**config.mk**
```make
export PLATFORM = sky130hd
export DESIGN_NAME = reset_sequencer
export DESIGN_NICKNAME = d
export VERILOG_FILES = /design/src/rtl/reset_sequencer.sv
export SDC_FILE = /design/constraint.sdc
export NUM_CORES = 1
export LEC_CHECK = 0
export CAP_MARGIN = 20
export CORE_MARGIN = 5
export CORE_UTILIZATION = 45
export DETAILED_ROUTE_END_ITERATION = 6
export GPL_TIMING_DRIVEN = 0
export PLACE_DENSITY_LB_ADDON = 0.3
export SLEW_MARGIN = 10
export SYNTH_ARGS = -nofsm -noshare
export SYNTH_HDL_FRONTEND = slang
export SYNTH_SLANG_ARGS = --single-unit
```
**constraint.sdc**
```tcl
create_clock -name clkIn -period 6.8 [get_ports clkIn]
set_clock_uncertainty 0.15 [all_clocks]
set_input_delay 1.02 -clock clkIn [delete_from_list [all_inputs] [get_ports clkIn]]
set_output_delay 1.02 -clock clkIn [all_outputs]
set_load 0.02 [all_outputs]
```
**src/rtl/reset_sequencer.sv**
```systemverilog
`default_nettype none
// ============================================================================
//  Module      : reset_sequencer
//  Description : Clock/reset manager for the local 100 MHz domain. Holds the
//                MMCMs in reset, waits for a filtered lock, then releases the
//                downstream domain resets one at a time. MMCMs that fail to
//                lock are retried. Any loss of lock once domains are being
//                released forces every domain back into reset and replays
//                the whole sequence.
//  Ports       :
//    clkIn           in   1            local clock, all flops on posedge
//    rstIn           in   1            synchronous active-high reset
//    lockedIn        in   NUM_PLL      MMCM locked flags (asynchronous)
//    pllRstOut       out  NUM_PLL      MMCM resets, all driven together
//    domRstOut       out  NUM_DOMAINS  domain resets, bit 0 released first
//    allReadyOut     out  1            high only in RUN
//    lockLossCntOut  out  8            saturating count of lock losses
//    timeoutCntOut   out  8            saturating count of lock timeouts
//    stateOut        out  2            0=PLL_RST 1=WAIT_LOCK 2=RELEASE 3=RUN
//  Revision    : 1.0 - initial release
// ============================================================================
module reset_sequencer #(
    parameter int NUM_PLL        = 2,
    parameter int NUM_DOMAINS    = 3,
    parameter int PLL_RST_CYCLES = 16,
    parameter int LOCK_FILTER    = 8,
    parameter int LOCK_TIMEOUT   = 65536,
    parameter int STAGE_DELAY    = 32
) (
    input  logic                   clkIn,
    input  logic                   rstIn,
    input  logic [NUM_PLL-1:0]     lockedIn,
    output logic [NUM_PLL-1:0]     pllRstOut,
    output logic [NUM_DOMAINS-1:0] domRstOut,
    output logic                   allReadyOut,
    output logic [7:0]             lockLossCntOut,
    output logic [7:0]             timeoutCntOut,
    output logic [1:0]             stateOut
);

    // One shared cycle counter serves the PLL reset hold, the lock timeout
    // and the release staging; only one of them is active in any state.
    localparam int STAGE_LAST = STAGE_DELAY * NUM_DOMAINS - 1;
    localparam int MAX_A      = (PLL_RST_CYCLES - 1 > LOCK_TIMEOUT - 1) ?
                                (PLL_RST_CYCLES - 1) : (LOCK_TIMEOUT - 1);
    localparam int CNT_MAX    = (MAX_A > STAGE_LAST) ? MAX_A : STAGE_LAST;
    localparam int CNT_W      = $clog2(CNT_MAX) + 1;
    localparam int FILT_W     = $clog2(LOCK_FILTER) + 1;

    localparam logic [CNT_W-1:0]  PLL_LAST  = CNT_W'(PLL_RST_CYCLES - 1);
    localparam logic [CNT_W-1:0]  TO_LAST   = CNT_W'(LOCK_TIMEOUT - 1);
    localparam logic [CNT_W-1:0]  STAGE_END = CNT_W'(STAGE_LAST);
    localparam logic [FILT_W-1:0] FILT_LAST = FILT_W'(LOCK_FILTER - 1);

    typedef enum logic [1:0] {
        ST_PLL_RST   = 2'd0,
        ST_WAIT_LOCK = 2'd1,
        ST_RELEASE   = 2'd2,
        ST_RUN       = 2'd3
    } state_t;

    state_t                 state_q, state_d;
    logic [NUM_PLL-1:0]     sync1_q, sync2_q;
    logic [CNT_W-1:0]       cnt_q, cnt_d;
    logic [FILT_W-1:0]      filt_q, filt_d;
    logic [NUM_PLL-1:0]     pll_rst_q, pll_rst_d;
    logic [NUM_DOMAINS-1:0] dom_rst_q, dom_rst_d;
    logic                   ready_q, ready_d;
    logic [7:0]             loss_cnt_q, loss_cnt_d;
    logic [7:0]             to_cnt_q, to_cnt_d;

    logic                   all_locked;
    logic [NUM_DOMAINS-1:0] stage_hit;

    assign all_locked = &sync2_q;

    // Domain i is released at the end of the RELEASE cycle whose counter
    // value is STAGE_DELAY*(i+1)-1, so bits fall STAGE_DELAY cycles apart.
    generate
        for (genvar i = 0; i < NUM_DOMAINS; i++) begin : g_stage
            localparam logic [CNT_W-1:0] STAGE_AT = CNT_W'(STAGE_DELAY * (i + 1) - 1);
            assign stage_hit[i] = (cnt_q == STAGE_AT);
        end
    endgenerate

    // Two-flop synchroniser for the asynchronous lock flags.
    always_ff @(posedge clkIn) begin
        if (rstIn) begin
            sync1_q <= '0;
            sync2_q <= '0;
        end else begin
            sync1_q <= lockedIn;
            sync2_q <= sync1_q;
        end
    end

    always_ff @(posedge clkIn) begin
        if (rstIn) begin
            state_q    <= ST_PLL_RST;
            cnt_q      <= '0;
            filt_q     <= '0;
            pll_rst_q  <= '1;
            dom_rst_q  <= '1;
            ready_q    <= 1'b0;
            loss_cnt_q <= 8'd0;
            to_cnt_q   <= 8'd0;
        end else begin
            state_q    <= state_d;
            cnt_q      <= cnt_d;
            filt_q     <= filt_d;
            pll_rst_q  <= pll_rst_d;
            dom_rst_q  <= dom_rst_d;
            ready_q    <= ready_d;
            loss_cnt_q <= loss_cnt_d;
            to_cnt_q   <= to_cnt_d;
        end
    end

    always_comb begin
        state_d    = state_q;
        cnt_d      = cnt_q;
        filt_d     = filt_q;
        pll_rst_d  = pll_rst_q;
        dom_rst_d  = dom_rst_q;
        ready_d    = ready_q;
        loss_cnt_d = loss_cnt_q;
        to_cnt_d   = to_cnt_q;

        case (state_q)
            ST_PLL_RST: begin
                pll_rst_d = '1;
                dom_rst_d = '1;
                ready_d   = 1'b0;
                filt_d    = '0;
                if (cnt_q == PLL_LAST) begin
                    state_d   = ST_WAIT_LOCK;
                    cnt_d     = '0;
                    pll_rst_d = '0;
                end else begin
                    cnt_d = cnt_q + CNT_W'(1);
                end
            end

            ST_WAIT_LOCK: begin
                // A completed lock filter takes precedence over a timeout
                // landing on the same cycle.
                if (all_locked && (filt_q == FILT_LAST)) begin
                    state_d = ST_RELEASE;
                    cnt_d   = '0;
                    filt_d  = '0;
                end else if (cnt_q == TO_LAST) begin
                    state_d   = ST_PLL_RST;
                    cnt_d     = '0;
                    filt_d    = '0;
                    pll_rst_d = '1;
                    to_cnt_d  = (to_cnt_q == 8'hFF) ? to_cnt_q : to_cnt_q + 8'd1;
                end else begin
                    cnt_d  = cnt_q + CNT_W'(1);
                    filt_d = all_locked ? filt_q + FILT_W'(1) : '0;
                end
            end

            ST_RELEASE: begin
                if (!all_locked) begin
                    state_d    = ST_PLL_RST;
                    cnt_d      = '0;
                    pll_rst_d  = '1;
                    dom_rst_d  = '1;
                    ready_d    = 1'b0;
                    loss_cnt_d = (loss_cnt_q == 8'hFF) ? loss_cnt_q : loss_cnt_q + 8'd1;
                end else begin
                    dom_rst_d = dom_rst_q & ~stage_hit;
                    if (cnt_q == STAGE_END) begin
                        state_d = ST_RUN;
                        cnt_d   = '0;
                        ready_d = 1'b1;
                    end else begin
                        cnt_d = cnt_q + CNT_W'(1);
                    end
                end
            end

            ST_RUN: begin
                if (!all_locked) begin
                    state_d    = ST_PLL_RST;
                    cnt_d      = '0;
                    pll_rst_d  = '1;
                    dom_rst_d  = '1;
                    ready_d    = 1'b0;
                    loss_cnt_d = (loss_cnt_q == 8'hFF) ? loss_cnt_q : loss_cnt_q + 8'd1;
                end
            end

            default: begin
                state_d = ST_PLL_RST;
                cnt_d   = '0;
            end
        endcase
    end

    assign pllRstOut      = pll_rst_q;
    assign domRstOut      = dom_rst_q;
    assign allReadyOut    = ready_q;
    assign lockLossCntOut = loss_cnt_q;
    assign timeoutCntOut  = to_cnt_q;
    assign stateOut       = state_q;

endmodule
`default_nettype wire
```
==> results of run 1 <==
state kept, by name (all words and copies together), names as in the netlist, 2 cells and up:
signal / flops
stateOut: 2
cnt_q: 17
filt_q: 4
sync1_q: 2
sync2_q: 2
timeoutCntOut: 8
domRstOut: 3
lockLossCntOut: 8
report_power, final:
group | leakage (nW) | switching [mW] | internal [mW]
registers | 0.388 | 0.00278 | 0.283
clock network | 0.0455 | 0.0913 | 0.0831
logic | 0.489 | 0.00769 | 0.00488
total | 0.922 | 0.102 | 0.371
kinds of logic (layout without fill, tap and decap cells):
family | after synthesis | count (layout) | share of synthesized area
compound gates | 60 | 60 | 0.1737
xor+xnor | 14 | 14 | 0.05238
fa+ha+maj | 6 | 6 | 0.03207
buf+inv | 17 | 52 | 0.03314
flops | 48 | 48 | 0.4105
mux | 3 | 3 | 0.01283
simple gates | 118 | 118 | 0.2854
synth_stat cells (7+ instances only):
master	n	share of area
a21oi_1	14	0.030
dfxtp_1	48	0.41
inv_1	7	0.011
nand2_1	18	0.029
nand3_1	16	0.034
nand4_1	12	0.032
nor2_1	17	0.027
nor3_1	11	0.024
o21ai_0	11	0.024
o31ai_1	7	0.022
or3_1	10	0.027
xor2_1	11	0.041
area by class of cell:
type | instances | area share
Tap cell | 70 | 0.03140
Timing Repair Buffer | 27 | 0.09690
Clock buffer | 8 | 0.03230
Sequential cell | 48 | 0.3445
Multi-Input combinational cell | 201 | 0.4670
Inverter | 7 | 0.009421
Buffer | 10 | 0.01839
worst max path at each step:
stage               depth (start not counted)     start  slack (ns)          endpoint
floorplan                                  11  cnt_q[7]        4.34  timeoutCntOut[4]
global placement                           10  cnt_q[0]        4.03  timeoutCntOut[4]
detailed placement                         10  cnt_q[0]        3.97  timeoutCntOut[4]
CTS                                        10  cnt_q[0]        3.94  timeoutCntOut[4]
global route                               10  cnt_q[0]        3.74  timeoutCntOut[4]
finish                                     10  cnt_q[0]        3.93  timeoutCntOut[4]
routing by layer:
layer / global-route usage / up-vias / part of all wire
met5: 0 / - / 0
met4: 0.03987 / 0 / 0.0047
met3: 0.02928 / 2 / 0.028
met2: 0.2698 / 33 / 0.48
met1: 0.2287 / 994 / 0.49
li1: - / 1078 / -
critical path: stages (launching register included):
cell and delay (ns):
dfxtp_1 0.39, ha_1 0.25, nand4_1 0.25, nor2_1 0.21, and3_1 0.18, ha_1 0.26, and3b_1 0.19, o221ai_1 0.18
buf_2 0.24, or3_1 0.35, a21oi_1 0.14
stage by stage:
stage / utilization / hold WS (ns) / instance area (um2) / power [mW] / instances
final: 0.5496 / 0.2917 / 2789 / 0.4732 / 371
after global routing: 0.5496 / 0.3157 / 2789 / 0.4904 / 371
after detailed placement: 0.5318 / 0.2770 / 2699 / 0.3049 / 363
after global placement: 0.5318 / 0.2714 / 2699 / 0.3046 / 363
after CTS: 0.5496 / 0.2968 / 2789 / 0.4779 / 371
after floorplan: - / 0.2638 / 2341 / 0.2999 / 266
==> flow_metrics.env, run 1 <==
export IMPL_ctsHoldBuffers=0
export IMPL_cp_arrival_ns=2.95
export IMPL_yosysSeqAreaShare=0.4105
export IMPL_start_util=0.4613
export IMPL_chipHeight_um=82.13
export IMPL_die_width_um=82.13
export IMPL_tns_ns=0
export IMPL_nets=310
export IMPL_cp_end_kind="register"
export IMPL_routed_wl_mm=5.295
export IMPL_hold_viol_final=0
export IMPL_grt_max_degree=14
export IMPL_cts_buffers=5
export IMPL_setup_violations_final=0
export IMPL_timing_final_crit_period_ns=2.872
export IMPL_layout_commonest_cell="dfxtp_1"
export IMPL_fin_ws_ns=3.928
export IMPL_synth_edf_count=0
export IMPL_clock_root_buffer="clkbuf_8"
export IMPL_r2r_start="cnt_q[0]"
export IMPL_hold_class="reg -> reg"
export IMPL_slew_viol_final=0
export IMPL_whs_endpoint="sync2_q[0]"
export IMPL_seq_area_um2=960.9
export IMPL_r2r_slack_ns=3.93
export IMPL_placementRows=26
export IMPL_ir_worst_vdd_v=0.0001510
export IMPL_finalCritPeriodShare=0.4224
export IMPL_slew_headroom=0.6505
export IMPL_worstHoldStart="sync1_q[0]"
export IMPL_power_leakage_nw=0.9221
export IMPL_grt_first_pass_wirelength_mm=8.880
export IMPL_rr_endpoint="timeoutCntOut[4]"
export IMPL_syn_avg_cell_area_um2=8.801
export IMPL_drc=0
export IMPL_synth_nets=276
export IMPL_tritoncts="yes"
export IMPL_start_kind="register"
export IMPL_cts_resized=0
export IMPL_tightest_slew_ns=0.5242
export IMPL_drt_pass1_iter_count=4
export IMPL_dp_hpwl_mm=3.855
export IMPL_synth_cell_types=49
export IMPL_path_clk_slew_ns=0.09
export IMPL_drtIter0Drc=175
export IMPL_overflow=0
export IMPL_multiInputGateArea_um2=1303
export IMPL_synth_warnings=0
export IMPL_die_area_um2=6745
export IMPL_pre_cts_ws_ns=3.973
export IMPL_grt_antenna_before_repair=0
export IMPL_cap_violations=0
export IMPL_syn_area_um2=2341
export IMPL_port_buffers=27
export IMPL_cts_buffer_depth=2
export IMPL_status="complete, no violations"
export IMPL_nFillCells=492
export IMPL_max_clock_freq_mhz=348.2
export IMPL_netlist_instances=266
export IMPL_rsz0062_at_grt="false"
export IMPL_detail_route_antenna_nets=0
export IMPL_syn_to_final_growth_pct=19.13
export IMPL_drive_above_1_share=0.06645
export IMPL_cts_sinks=48
export IMPL_synth_seq_cells=48
export IMPL_via_per_inst=5.679
export IMPL_htreeDepth=2
export IMPL_diodes=0
export IMPL_required_ns=6.88
export IMPL_cp_max_fo=10
export IMPL_gp_congestion=0.8617
export IMPL_core_area_um2=5075
export IMPL_layout_common_cells="dfxtp_1 (48), clkdlybuf4s50_1 (27), nand2_1 (18)"
export IMPL_grt_pass1_vias=1935
export IMPL_reg2regPathDepth=10
export IMPL_pwr_density_cell_nw_per_um2=169.7
export IMPL_synthArstFlopShare=0
export IMPL_insertion_delay_ns=0.29
export IMPL_min_path_cells=1
export IMPL_post_cts_buffers=0
export IMPL_wl_per_cell_um=14.27
export IMPL_ys_flop_type="dfxtp_1"
export IMPL_num_io_pins=28
export IMPL_num_vias=2107
export IMPL_track_usage=0.1659
export IMPL_worst_setup_path_type="reg -> reg"
No activity file was read; power rests on OpenSTA's default activity.
==> run 2, diff against run 1 <==
==> constraint.sdc (replaced) <==
create_clock -name clkIn -period 3 [get_ports clkIn]
set_clock_uncertainty 0.15 [all_clocks]
set_input_delay 0.45 -clock clkIn [delete_from_list [all_inputs] [get_ports clkIn]]
set_output_delay 0.45 -clock clkIn [all_outputs]
set_load 0.02 [all_outputs]
==> run 2 against run 1 <==
  * Maximum frequency rose by 3.4%
  * Utilization grew 0.49 points
  * Worst hold slack gained 0.00060 ns
  * Worst setup slack worse by 3.7 ns
  * Routed wire length increased by 1.3%
  * Final cell count is 0.81% higher
==> flow_metrics.env, run 2 (synthesis results as in run 1) <==
export IMPL_instances_no_fill=374
export IMPL_slowest_stage="or3_1"
export IMPL_core_area_um2=5075
export IMPL_cp_end_kind="register"
export IMPL_layout_common_cells="dfxtp_1 (48), clkdlybuf4s50_1 (27), nand2_1 (18)"
export IMPL_tritoncts="yes"
export IMPL_htreeDepth=2
export IMPL_setup_violations_final=0
export IMPL_largest_register="cnt_q"
export IMPL_die_width_um=82.13
export IMPL_hold_viol_final=0
export IMPL_max_stage_delay_ns=0.35
export IMPL_fin_ws_ns=0.2224
export IMPL_grt_first_pass_wirelength_mm=8.880
export IMPL_cp_max_fo=10
export IMPL_nFillCells=490
export IMPL_path_clk_slew_ns=0.09
export IMPL_worstHoldStart="sync1_q[0]"
export IMPL_pwr_density_cell_nw_per_um2=382.5
export IMPL_grt_pass1_vias=1935
export IMPL_num_vias=2117
export IMPL_cp_arrival_ns=2.85
export IMPL_use_met3=0.02928
export IMPL_largest_reg_flops=17
export IMPL_start_util=0.4613
export IMPL_hold_class="reg -> reg"
export IMPL_r2r_slack_ns=0.22
export IMPL_diodes=0
export IMPL_drive_above_1_share=0.07895
export IMPL_whs_ns=0.2923
export IMPL_via_per_inst=5.660
export IMPL_nets=313
export IMPL_slew_viol_final=0
export IMPL_timing_final_crit_period_ns=2.778
export IMPL_final_area_um2=2814
export IMPL_power_leakage_nw=0.9345
export IMPL_detail_route_antenna_nets=0
export IMPL_path_cells="buf_2 -> and4_1 -> nand3_2 -> nor2_1 -> and3_1 -> ha_1 -> and3b_1 -> o221ai_1 -> buf_2 -> or3_1 -> a21oi_1"
export IMPL_top_usage_layer="met2"
export IMPL_gp_congestion=0.8617
export IMPL_ctsHoldBuffers=0
export IMPL_tightest_slew_ns=0.5108
export IMPL_routed_wl_mm=5.365
export IMPL_drtIter0Drc=159
export IMPL_drt_pass1_iter_count=4
export IMPL_syn_to_final_growth_pct=20.20
export IMPL_cts_sinks=48
export IMPL_max_clock_freq_mhz=360.0
export IMPL_wl_per_cell_um=14.34
export IMPL_finalCritPeriodShare=0.9259
export IMPL_required_ns=3.08
export IMPL_worst_setup_path_type="reg -> reg"
export IMPL_post_route_util=0.5545
export IMPL_reg2regPathDepth=11
export IMPL_cts_buffer_depth=2
export IMPL_dp_cells=363
export IMPL_track_usage=0.1659
export IMPL_power_mw=1.076
export IMPL_rr_endpoint="timeoutCntOut[4]"
export IMPL_placementRows=26
export IMPL_tns_ns=0
export IMPL_min_path_cells=1
export IMPL_grt_max_degree=14
export IMPL_layout_commonest_cell="dfxtp_1"
export IMPL_slew_headroom=0.6595
export IMPL_drc=0
export IMPL_ir_worst_vdd_v=0.0003473
export IMPL_cap_violations=0
export IMPL_use_met1=0.2287
export IMPL_grt_antenna_before_repair=0
export IMPL_insertion_delay_ns=0.29
export IMPL_start_kind="register"
export IMPL_clock_root_buffer="clkbuf_8"
export IMPL_dp_hpwl_mm=3.855
export IMPL_num_io_pins=28
export IMPL_whs_endpoint="sync2_q[0]"
export IMPL_chipHeight_um=82.13
export IMPL_startpoint="cnt_q[7]"
export IMPL_overflow=0
export IMPL_r2r_start="cnt_q[7]"
export IMPL_cts_buffers=5
export IMPL_status="complete, no violations"
export IMPL_grt_use_met2=0.2698
export IMPL_pre_cts_ws_ns=0.1725
export IMPL_rsz0062_at_grt="false"
export IMPL_path_common_cell="buf_2"
export IMPL_die_area_um2=6745
export IMPL_port_buffers=27
export IMPL_placed_cell_area_um2=2699
-- run 2: how the worst max path moves through the flow --
| stage | slack (ns) | cells past startpoint | end |
|---|---|---|---|
| final | 0.22 | 11 | timeoutCntOut[4] |
| after floorplan | 0.54 | 11 | timeoutCntOut[4] |
| after CTS | 0.14 | 10 | timeoutCntOut[4] |
| after global placement | 0.23 | 10 | timeoutCntOut[4] |
| after detailed placement | 0.17 | 10 | timeoutCntOut[4] |
| after global routing | 0.0001 | 11 | timeoutCntOut[4] |
-- run 2: worst max-delay path: cells and delay by family (launching register included) --
| kind | cells | cell delay [ns] |
|---|---|---|
| AO/OA/AOI/OAI | 2 | 0.32 |
| adder cells (fa/ha/maj) | 1 | 0.26 |
| buffers and inverters | 2 | 0.42 |
| flip-flops | 1 | 0.31 |
| AND/OR/NAND/NOR | 6 | 1.23 |
-- run 2: final cells by class --
class	instances	area (um2)	share of cell area
Buffer	10	51.30	0.01823
Clock buffer	8	90.09	0.03201
Inverter	7	26.28	0.009337
Multi-Input combinational cell	201	1305	0.4638
Sequential cell	48	960.9	0.3415
Tap cell	70	87.58	0.03112
Timing Repair Buffer	30	292.8	0.1040
-- run 2: power breakdown --
group	total [mW]	internal [mW]	leakage, nW	switching, mW
Combinational	0.0283	0.0110	0.501	0.0173
Sequential	0.649	0.642	0.388	0.00654
Clock	0.399	0.189	0.0455	0.211
-- run 2: metal layers --
metal / up-vias / share of wire
met4: 0 / 0.0047
li1: 1078 / -
met5: - / 0
met1: 1008 / 0.50
met3: 2 / 0.022
met2: 29 / 0.47
-- run 2: timing repair --
item	in CTS	in global routing
endpoints found under the setup margin	0	3
gates resized for setup	0	1
buffers inserted	0	3
==> run 3, diff against run 2 <==
--- a/config.mk
+++ b/config.mk
@@ -11,6 +11,7 @@
 export DETAILED_ROUTE_END_ITERATION = 6
 export GPL_TIMING_DRIVEN = 0
 export PLACE_DENSITY_LB_ADDON = 0.3
+export SKIP_CTS_REPAIR_TIMING = 1
 export SLEW_MARGIN = 10
 export SYNTH_ARGS = -nofsm -noshare
 export SYNTH_HDL_FRONTEND = slang
==> results of run 3 <==
Same layout as run 2: the final DEF is identical, and so are final timing and power.
